==> src/rtl/buscador_nonce_pkg.sv <==
// Shared widths and FSM state encoding for the nonce-search controller.
package buscador_nonce_pkg;

   localparam int unsigned BOUNTY_W = 24;
   localparam int unsigned NONCE_W  = 32;
   localparam int unsigned HASH_W   = 24;
   localparam int unsigned TARGET_W = 8;

   typedef enum logic [2:0] {
      ST_IDLE    = 3'd0,
      ST_CARGA   = 3'd1,
      ST_LANZA   = 3'd2,
      ST_ESPERA  = 3'd3,
      ST_COMPARA = 3'd4,
      ST_REPORTA = 3'd5,
      ST_PAUSA   = 3'd6,
      ST_FIN     = 3'd7
   } estado_t;

endpackage

==> src/rtl/buscador_nonce_if.sv <==
// Handshake with the external hash core: launch pulse plus operands out, done pulse plus result back.
interface buscador_nonce_if;
   import buscador_nonce_pkg::*;

   logic                hash_start;
   logic [BOUNTY_W-1:0] hash_bounty;
   logic [NONCE_W-1:0]  hash_nonce;
   logic                hash_done;
   logic [HASH_W-1:0]   hash_in;

   modport master (
      output hash_start, hash_bounty, hash_nonce,
      input  hash_done, hash_in
   );

   modport slave (
      input  hash_start, hash_bounty, hash_nonce,
      output hash_done, hash_in
   );
endinterface

==> src/rtl/buscador_nonce_comparador_target.sv <==
// Difficulty check: the two most significant hash bytes must both be below target.
module comparador_target
   import buscador_nonce_pkg::*;
(
   input  logic [HASH_W-1:0]   i_hash,
   input  logic [TARGET_W-1:0] i_target,
   output logic                o_pasa_c
);

   logic [TARGET_W-1:0] w_alto;
   logic [TARGET_W-1:0] w_medio;
   logic                w_unused_bajo;

   assign w_alto        = i_hash[HASH_W-1 -: TARGET_W];
   assign w_medio       = i_hash[HASH_W-TARGET_W-1 -: TARGET_W];
   // Low byte plays no part in the difficulty rule.
   assign w_unused_bajo = ^i_hash[HASH_W-2*TARGET_W-1:0];

   // Unsigned strict compare; target=0 can never pass.
   assign o_pasa_c = (w_alto < i_target) && (w_medio < i_target);

endmodule

==> src/rtl/buscador_nonce.sv <==
// Nonce-search controller: per entry, sweeps nonces through the hash core until one meets target.
module buscador_nonce
   import buscador_nonce_pkg::*;
#(
   parameter logic [NONCE_W-1:0] NONCE_INI = '0,
   parameter logic [NONCE_W-1:0] NONCE_MAX = '1
)(
   input  logic                clk,
   input  logic                reset_L,
   input  logic                habilitar,
   input  logic [BOUNTY_W-1:0] bounty_in,
   input  logic [TARGET_W-1:0] target,
   input  logic                fin,
   buscador_nonce_if.master    hash_bus,
   output logic                valid,
   output logic [BOUNTY_W-1:0] bounty,
   output logic [NONCE_W-1:0]  nonce_valido,
   output logic                agotado,
   output logic                ocupado
);

   estado_t             r_estado;
   estado_t             w_estado_sig;
   logic [BOUNTY_W-1:0] r_bounty;
   logic [NONCE_W-1:0]  r_nonce;
   logic [HASH_W-1:0]   r_hash;
   logic                r_hash_start;
   logic                r_valid;
   logic                r_ocupado;
   logic [NONCE_W-1:0]  r_nonce_valido;
   logic                r_agotado;
   logic                w_pasa;
   logic                w_ultimo;

   comparador_target u_comparador (
      .i_hash   (r_hash),
      .i_target (target),
      .o_pasa_c (w_pasa)
   );

   assign w_ultimo = (r_nonce == NONCE_MAX);

   // Next-state logic; the exhaustion check is taken before any increment so the nonce never wraps.
   always_comb begin
      w_estado_sig = r_estado;
      unique case (r_estado)
         ST_IDLE:    if (habilitar) w_estado_sig = ST_CARGA;
         ST_CARGA:   w_estado_sig = ST_LANZA;
         ST_LANZA:   w_estado_sig = ST_ESPERA;
         ST_ESPERA:  if (hash_bus.hash_done) w_estado_sig = ST_COMPARA;
         ST_COMPARA: w_estado_sig = (w_pasa || w_ultimo) ? ST_REPORTA : ST_LANZA;
         ST_REPORTA: w_estado_sig = ST_PAUSA;
         ST_PAUSA:   w_estado_sig = fin ? ST_FIN : ST_CARGA;
         ST_FIN:     if (!habilitar) w_estado_sig = ST_IDLE;
         default:    w_estado_sig = ST_IDLE;
      endcase
   end

   // State register.
   always_ff @(posedge clk or negedge reset_L) begin
      if (!reset_L) r_estado <= ST_IDLE;
      else          r_estado <= w_estado_sig;
   end

   // Pulse/status outputs decoded from the next state so they are registered yet coincide with the state.
   always_ff @(posedge clk or negedge reset_L) begin
      if (!reset_L) begin
         r_hash_start <= 1'b0;
         r_valid      <= 1'b0;
         r_ocupado    <= 1'b0;
      end else begin
         r_hash_start <= (w_estado_sig == ST_LANZA);
         r_valid      <= (w_estado_sig == ST_REPORTA);
         r_ocupado    <= (w_estado_sig != ST_IDLE);
      end
   end

   // Operand, nonce counter and result registers.
   always_ff @(posedge clk or negedge reset_L) begin
      if (!reset_L) begin
         r_bounty       <= '0;
         r_nonce        <= '0;
         r_hash         <= '0;
         r_nonce_valido <= '0;
         r_agotado      <= 1'b0;
      end else begin
         if (r_estado == ST_CARGA) begin
            r_bounty <= bounty_in;
            r_nonce  <= NONCE_INI;
         end
         if ((r_estado == ST_ESPERA) && hash_bus.hash_done) begin
            r_hash <= hash_bus.hash_in;
         end
         if (r_estado == ST_COMPARA) begin
            if (w_pasa) begin
               r_nonce_valido <= r_nonce;
               r_agotado      <= 1'b0;
            end else if (w_ultimo) begin
               r_nonce_valido <= NONCE_MAX;
               r_agotado      <= 1'b1;
            end else begin
               r_nonce <= r_nonce + NONCE_W'(1);
            end
         end
      end
   end

   assign hash_bus.hash_start  = r_hash_start;
   assign hash_bus.hash_bounty = r_bounty;
   assign hash_bus.hash_nonce  = r_nonce;
   assign valid                = r_valid;
   assign bounty               = r_bounty;
   assign nonce_valido         = r_nonce_valido;
   assign agotado              = r_agotado;
   assign ocupado              = r_ocupado;

endmodule
==> src/flat_wrapper.sv <==
// flat-port wrapper written by rule: the top's interface ports become plain ports
module buscador_nonce_flat import buscador_nonce_pkg::*;
#(
   parameter logic [NONCE_W-1:0] NONCE_INI = '0,
   parameter logic [NONCE_W-1:0] NONCE_MAX = '1
)
  (clk, reset_L, habilitar, bounty_in, target, fin, valid, bounty, nonce_valido, agotado, ocupado, hash_bus_hash_start, hash_bus_hash_bounty, hash_bus_hash_nonce, hash_bus_hash_done, hash_bus_hash_in);
  buscador_nonce_if hash_bus_i ();
  input  logic clk;
  input  logic reset_L;
  input  logic habilitar;
  input  logic [BOUNTY_W-1:0] bounty_in;
  input  logic [TARGET_W-1:0] target;
  input  logic fin;
  output logic valid;
  output logic [BOUNTY_W-1:0] bounty;
  output logic [NONCE_W-1:0] nonce_valido;
  output logic agotado;
  output logic ocupado;
  output wire logic [$bits(hash_bus_i.hash_start)-1:0] hash_bus_hash_start;
  output wire logic [$bits(hash_bus_i.hash_bounty)-1:0] hash_bus_hash_bounty;
  output wire logic [$bits(hash_bus_i.hash_nonce)-1:0] hash_bus_hash_nonce;
  input wire logic [$bits(hash_bus_i.hash_done)-1:0] hash_bus_hash_done;
  input wire logic [$bits(hash_bus_i.hash_in)-1:0] hash_bus_hash_in;
  assign hash_bus_hash_start = hash_bus_i.hash_start;
  assign hash_bus_hash_bounty = hash_bus_i.hash_bounty;
  assign hash_bus_hash_nonce = hash_bus_i.hash_nonce;
  assign hash_bus_i.hash_done = hash_bus_hash_done;
  assign hash_bus_i.hash_in = hash_bus_hash_in;
  buscador_nonce #(.NONCE_INI(NONCE_INI), .NONCE_MAX(NONCE_MAX)) u_core (.clk(clk), .reset_L(reset_L), .habilitar(habilitar), .bounty_in(bounty_in), .target(target), .fin(fin), .hash_bus(hash_bus_i), .valid(valid), .bounty(bounty), .nonce_valido(nonce_valido), .agotado(agotado), .ocupado(ocupado));
endmodule
==> config.mk <==
export PLATFORM = sky130hd
export DESIGN_NAME = buscador_nonce_flat
export DESIGN_NICKNAME = d
export VERILOG_FILES = /design/src/rtl/buscador_nonce_pkg.sv /design/src/rtl/buscador_nonce_if.sv /design/src/rtl/buscador_nonce_comparador_target.sv /design/src/rtl/buscador_nonce.sv /design/src/flat_wrapper.sv
export SDC_FILE = /design/constraint.sdc
export NUM_CORES = 1
export LEC_CHECK = 0
export ABC_AREA = 0
export BUFFER_PORTS_ARGS = -buffer_cell sky130_fd_sc_hd__buf_2
export CAP_MARGIN = 5
export CORE_MARGIN = 2
export CORE_UTILIZATION = 46
export CTS_BUF_LIST = sky130_fd_sc_hd__clkbuf_16
export CTS_CLUSTER_DIAMETER = 150
export CTS_CLUSTER_SIZE = 24
export DETAILED_ROUTE_END_ITERATION = 10
export PLACE_DENSITY_LB_ADDON = 0.08
export SYNTH_ARGS = -nofsm -noshare
export SYNTH_HDL_FRONTEND = slang
export SYNTH_SLANG_ARGS = --single-unit
==> constraint.sdc <==
create_clock -name clk -period 2.23 [get_ports clk]
set_input_delay 0.446 -clock clk [delete_from_list [all_inputs] [get_ports clk]]
set_output_delay 0.446 -clock clk [all_outputs]
set_load 0.02 [all_outputs]
* After elaboration in Yosys (flattened, before gate mapping)
Index checks and enable logic that the tools add are counted.
Storage, ports and cells: register bits after elaboration 119, input bits 61, output and inout bits 116, word-level logic and storage cells 43
Operators by class: add/sub/neg operators 1, order comparisons 2, eq/ne operators 10, multiplexer cells 14, reduce and logical (&&, ||, !) cells 7
Operators by type and width (count):
- two-way mux 32 bit | 6
- adder 32 x 1 -> 32 bit, second input constant | 1
- == test 32 bit, second input constant | 1
- one-hot mux 3 bit (8 select lines) | 1
- < comparator 8 bit | 2
- == test 3 bit, second input constant | 5
- two-way mux 3 bit | 5
- == test 3 x 2 -> 1 bit, second input constant | 3
- == test 3 x 1 -> 1 bit, second input constant | 1
- logical NOT 3 bit | 1
- nonzero test 3 bit | 1
- logical AND 1 bit | 2
- two-way mux 1 bit | 2
- AND reduction 2 bit | 1
- nonzero test 2 bit | 1
- logical OR 1 bit | 1

* Longest topological paths before layout
depth after elaboration 6, mapped depth 10, mapped depth without buffers 8

* Modules after synthesis
A second synthesis with hierarchy kept.
Second synthesis, totals: cell total of the unflattened synthesis 513, area total of the unflattened synthesis 5564.1 um^2
Modules (own cells, without submodules):
- buscador_nonce | instances 1, cells an instance 473, area an instance 5232.5 um^2, seq. area each 2977.9 um^2
- comparador_target | instances 1, cells an instance 40, area an instance 331.6 um^2, seq. area each 0.0 um^2

* Least setup slack after synthesis
No wires, ideal clock.
kind input-to-reg, from input port target[2], to register u_core.r_nonce_valido[11] (netlist: u_core.nonce_valido[11]), library setup time 0.121 ns, arrival time 2.137 ns, slack -0.029 ns, stages on the path 10, path buffers 2, cells stage by stage inv_1 -> ha_1 -> a211o_1 -> a31oi_1 -> o32a_1 -> and2_1 -> buf_6 -> nand3_1 -> clkbuf_1 -> o22a_1
On the way: word-level cells in the longest chain between the ends 4
RTL lines:
- start: declaration | RTL line flat_wrapper.sv:13 | input logic [TARGET_W-1:0] target;
- < comparator 8 bit | RTL line buscador_nonce_comparador_target.sv:20 | assign o_pasa_c = (w_alto < i_target) && (w_medio < i_target);
- logical AND 1 bit (*) | RTL line buscador_nonce_comparador_target.sv:20
- nonzero test 2 bit (no line)
- AND reduction 2 bit (no line)
- end signal: assignment | RTL line buscador_nonce.sv:96 | r_nonce_valido <= r_nonce;
- end: declaration | RTL line buscador_nonce.sv:30 | logic [NONCE_W-1:0] r_nonce_valido;
Every way passes the cells marked *; elsewhere a longest branch is shown, timed or not. A chain may end at the register's enable or synchronous reset.

* Worst setup path in the final report
from register u_core.r_hash[10], to register u_core.r_nonce[15] (netlist: u_core.hash_bus.hash_nonce[15])
On the way: word-level cells in the longest chain between the ends 4
RTL lines:
- start: declaration | RTL line buscador_nonce.sv:26 | logic [HASH_W-1:0] r_hash;
- start signal: assignment | RTL line buscador_nonce.sv:92 | r_hash <= hash_bus.hash_in;
- < comparator 8 bit | RTL line buscador_nonce_comparador_target.sv:20
- logical AND 1 bit | RTL line buscador_nonce_comparador_target.sv:20
- two-way mux 32 bit | RTL line buscador_nonce.sv:95 | if (w_pasa) begin
- two-way mux 32 bit | RTL line buscador_nonce.sv:94 | if (r_estado == ST_COMPARA) begin
- end signal: assignment | RTL line buscador_nonce.sv:102 | r_nonce <= r_nonce + NONCE_W'(1);
- end: declaration | RTL line buscador_nonce.sv:25 | logic [NONCE_W-1:0] r_nonce;
No other way between the ends.

==> impl_metrics.json <==
{
  "outcome": "completed",
  "synthesis.yosys.warnings": 0,
  "antenna_found_initial": 0,
  "worstMarginPinSlew_ps": 632,
  "min-delay-path-class": "in -> async",
  "cp-end-kind": "flip-flop",
  "critical_path_peak_fanout": 5,
  "ctsRootBufferMaster": "sky130_fd_sc_hd__clkbuf_16",
  "dp_hpwl_mm": 8.85,
  "drtAntennaViolNets": 0,
  "htree_levels": 3,
  "worst_skew_pair.late_latency_ps": 350,
  "rr_startpoint": "u_core.r_hash[10]",
  "antenna-diode-count": 0,
  "boundaryPins": 177,
  "cts_made_buffers": 9,
  "final_period_minus_worst_setup_slack_ps": 2220,
  "synth.lib_cells_used.distinct": 47,
  "postSynthCellCount": 448,
  "arrival_ps": 2460,
  "mappedNetlistNets": 524,
  "final-hold-violation-count": 0,
  "synth-edff-count": 0,
  "crit_slowest_cell": "sky130_fd_sc_hd__or4_4",
  "grt-ovfl-total": 0,
  "grt_start_max_net_pins": 112,
  "max-vdd-ir-drop_mv": 0.705,
  "grt_pass1_vias": 4189,
  "clock_sinks": 111,
  "layoutNonFillerInstCount": 770,
  "timing.final.max_slew_violations": 0,
  "die-area_um2": 12400,
  "worst-setup-path-type": "reg -> reg",
  "power-per-cell-area_nw_per_um2": 1290,
  "floorplan.core_area_um2": 11300,
  "grt_setup_unrepaired": "yes",
  "finish.instance_area_um2": 6720,
  "critical_path.max_stage_delay_ps": 470,
  "synth.ff_latch_count": 111,
  "synth_top_flop_cell": "sky130_fd_sc_hd__dfrtp_1",
  "maxCapViolations": 0,
  "drive_gt1_share_pct": 44.5,
  "worstRegToRegCells": 8,
  "drtIter0Drc": 172,
  "drt_drc_violations_left": 0,
  "drt-wirelength-per-cell_um": 16.5,
  "finalWorstSetupSlack_ps": 5.68,
  "drt_first_pass_iters": 4,
  "detailed_route_via_count": 4134,
  "drt-vias-per-instance": 5.37,
  "wirelength_mm": 12.7,
  "detailedPlace.worstSlack_ps": -290,
  "cellLeakagePower_nw": 3.38,
  "die_height_um": 111,
  "path_cells": "ha_4 > a211o_1 > a31oi_1 > o32a_1 > and2_4 > buf_6 > or4_4 > mux2i_1",
  "cts_tree": "done",
  "grt_pass1_wl_mm": 21.1,
  "synth_area_per_inst_um2": 11.8,
  "slew-limit-headroom_pct": 57.9,
  "gr-usage-all-layers_pct": 21.1,
  "numPlacedInstances": 753,
  "place.port_buffers": 168,
  "crit-reg2reg-capture": "u_core.hash_bus.hash_nonce[15]",
  "power.total_mw": 8.69,
  "post_synth_instance_area_um2": 5280,
  "setup.worst_path.start_class": "flip-flop",
  "post-route-period-util_pct": 99.7,
  "clkTransAtPathRegs_ps": 70,
  "max_freq_mhz": 450,
  "timing.clock.skew_ps": 4.94,
  "area_growth_pct": 27.2,
  "clk_path_buf_depth": 2,
  "placementRows": 39,
  "crit_required_ps": 2460,
  "gp_routability_congestion": 0.791,
  "num-nets-final": 699,
  "timing.reg2reg.setup_slack_ps": 6,
  "finalSetupViolCount": 0,
  "synth_seq_area_share_pct": 52.6,
  "initial_core_util_pct": 46.7,
  "async_flop_share_pct": 100,
  "setup_tns_ps": 0,
  "postPlaceCellArea_um2": 6350,
  "die_w_um": 111
}
how the worst max path moves through the flow:
stage	to	cells past startpoint	slack [ps]	startpoint
final	u_core.hash_bus.hash_nonce[15]	8	6	u_core.r_hash[10]
after global routing	u_core.hash_bus.hash_nonce[15]	8	-40	u_core.r_hash[10]
after CTS	u_core.hash_bus.hash_nonce[15]	8	-10	u_core.r_hash[10]
after detailed placement	u_core.hash_bus.hash_nonce[15]	9	-290	target[7]
after global placement	u_core.hash_bus.hash_nonce[15]	9	-250	target[7]
after floorplan	u_core.nonce_valido[11]	10	-30	target[2]
cells in the final DEF, fill, tap and decap left out, types with 12 or more instances in the layout:
cell type | Yosys | routed
sky130_fd_sc_hd__o22a_1 | 32 | 32
sky130_fd_sc_hd__nor2_1 | 13 | 12
sky130_fd_sc_hd__ha_1 | 15 | 12
sky130_fd_sc_hd__dfrtp_1 | 111 | 111
sky130_fd_sc_hd__nand4_1 | 18 | 18
sky130_fd_sc_hd__buf_2 | 6 | 168
sky130_fd_sc_hd__nand3_1 | 19 | 18
sky130_fd_sc_hd__nand2_1 | 43 | 42
sky130_fd_sc_hd__inv_1 | 12 | 13
sky130_fd_sc_hd__mux2i_1 | 30 | 30
sky130_fd_sc_hd__mux2_2 | 40 | 40
sky130_fd_sc_hd__buf_4 | 27 | 37
per-layer routing:
layer | GRT usage, % | vias to the layer above | wire [µm]
li1 | - | 1951 | -
met4 | 5.84 | 0 | 142
met3 | 5.41 | 13 | 711
met2 | 35.2 | 125 | 6210
met5 | 0 | - | 0
met1 | 27.3 | 2045 | 5670
where the power goes:
group          leakage (nW)  switching (mW)  internal (mW)
combinational          1.90            2.27           1.73
sequential             1.34           0.421           2.73
clock                 0.138           0.703          0.852
total                  3.38            3.39           5.30
cells in the mapped netlist (3+ instances only):
cell type / n / area, µm²
sky130_fd_sc_hd__dfrtp_1: 111 / 2780
sky130_fd_sc_hd__nand2_1: 43 / 161
sky130_fd_sc_hd__mux2_2: 40 / 450
sky130_fd_sc_hd__o22a_1: 32 / 280
sky130_fd_sc_hd__mux2i_1: 30 / 300
sky130_fd_sc_hd__buf_4: 27 / 203
sky130_fd_sc_hd__nand3_1: 19 / 95.1
sky130_fd_sc_hd__nand4_1: 18 / 113
sky130_fd_sc_hd__ha_1: 15 / 188
sky130_fd_sc_hd__nor2_1: 13 / 48.8
sky130_fd_sc_hd__inv_1: 12 / 45.0
sky130_fd_sc_hd__clkbuf_1: 11 / 41.3
sky130_fd_sc_hd__nand2b_1: 9 / 56.3
sky130_fd_sc_hd__and3_1: 8 / 50.1
sky130_fd_sc_hd__buf_2: 6 / 30.0
sky130_fd_sc_hd__and4_1: 4 / 35.0
sky130_fd_sc_hd__nand4b_1: 4 / 35.0
sky130_fd_sc_hd__o21ai_0: 4 / 20.0
sky130_fd_sc_hd__nor4_1: 3 / 18.8
sky130_fd_sc_hd__or4_1: 3 / 22.5
through the flow:
step | hold WS [ps] | util (%)
after detailed placement | 478 | 56.1
final | 146 | 59.4
after global routing | 208 | 59.4
after CTS | 207 | 58.8
after floorplan | 150 | -
after global placement | 473 | 56.1
cell families after synthesis:
| kind of cell | Yosys count | synth area share [%] |
|---|---|---|
| AND/OR/NAND/NOR | 141 | 14.8 |
| flip-flops | 111 | 52.6 |
| multiplexers | 70 | 14.2 |
| buffers and inverters | 58 | 6.46 |
| AO/OA/AOI/OAI | 53 | 8.38 |
| adder cells (fa/ha/maj) | 15 | 3.55 |
state kept, by name, summed over array words and instances, names as in the netlist:
| signal | flops |
|---|---|
| u_core.r_hash | 16 |
| u_core.hash_bus.hash_start | 1 |
| u_core.bounty | 24 |
| u_core.valid | 1 |
| u_core.ocupado | 1 |
| u_core.hash_bus.hash_nonce | 32 |
| u_core.r_estado | 3 |
| u_core.agotado | 1 |
| u_core.nonce_valido | 32 |
area by class of cell:
type / instances / area, µm²
clock buffer: 9 / 225
clock inverter: 6 / 53.8
fill: 997 / 4600
inverter: 12 / 45.0
multi-input combinational: 279 / 2240
sequential: 111 / 2780
tap: 143 / 179
timing repair buffer: 210 / 1200
worst max-delay path, delay by kind of cell (launching register included):
family	cells	cell delay, ps
buffers and inverters	1	130
and+or+nand+nor	2	650
muxes	1	130
AOI/OAI and AO/OA	3	510
adders and majority gates	1	280
DFF	1	410
timing repair:
action                     in CTS  in global routing
setup endpoints to repair       5                 69
pin swaps                       6                  4
cloned                          1                  0
buffers inserted                0                  1
resized for setup               4                 11
hold buffers                    0                  0
(Power assumes the default switching activity.)
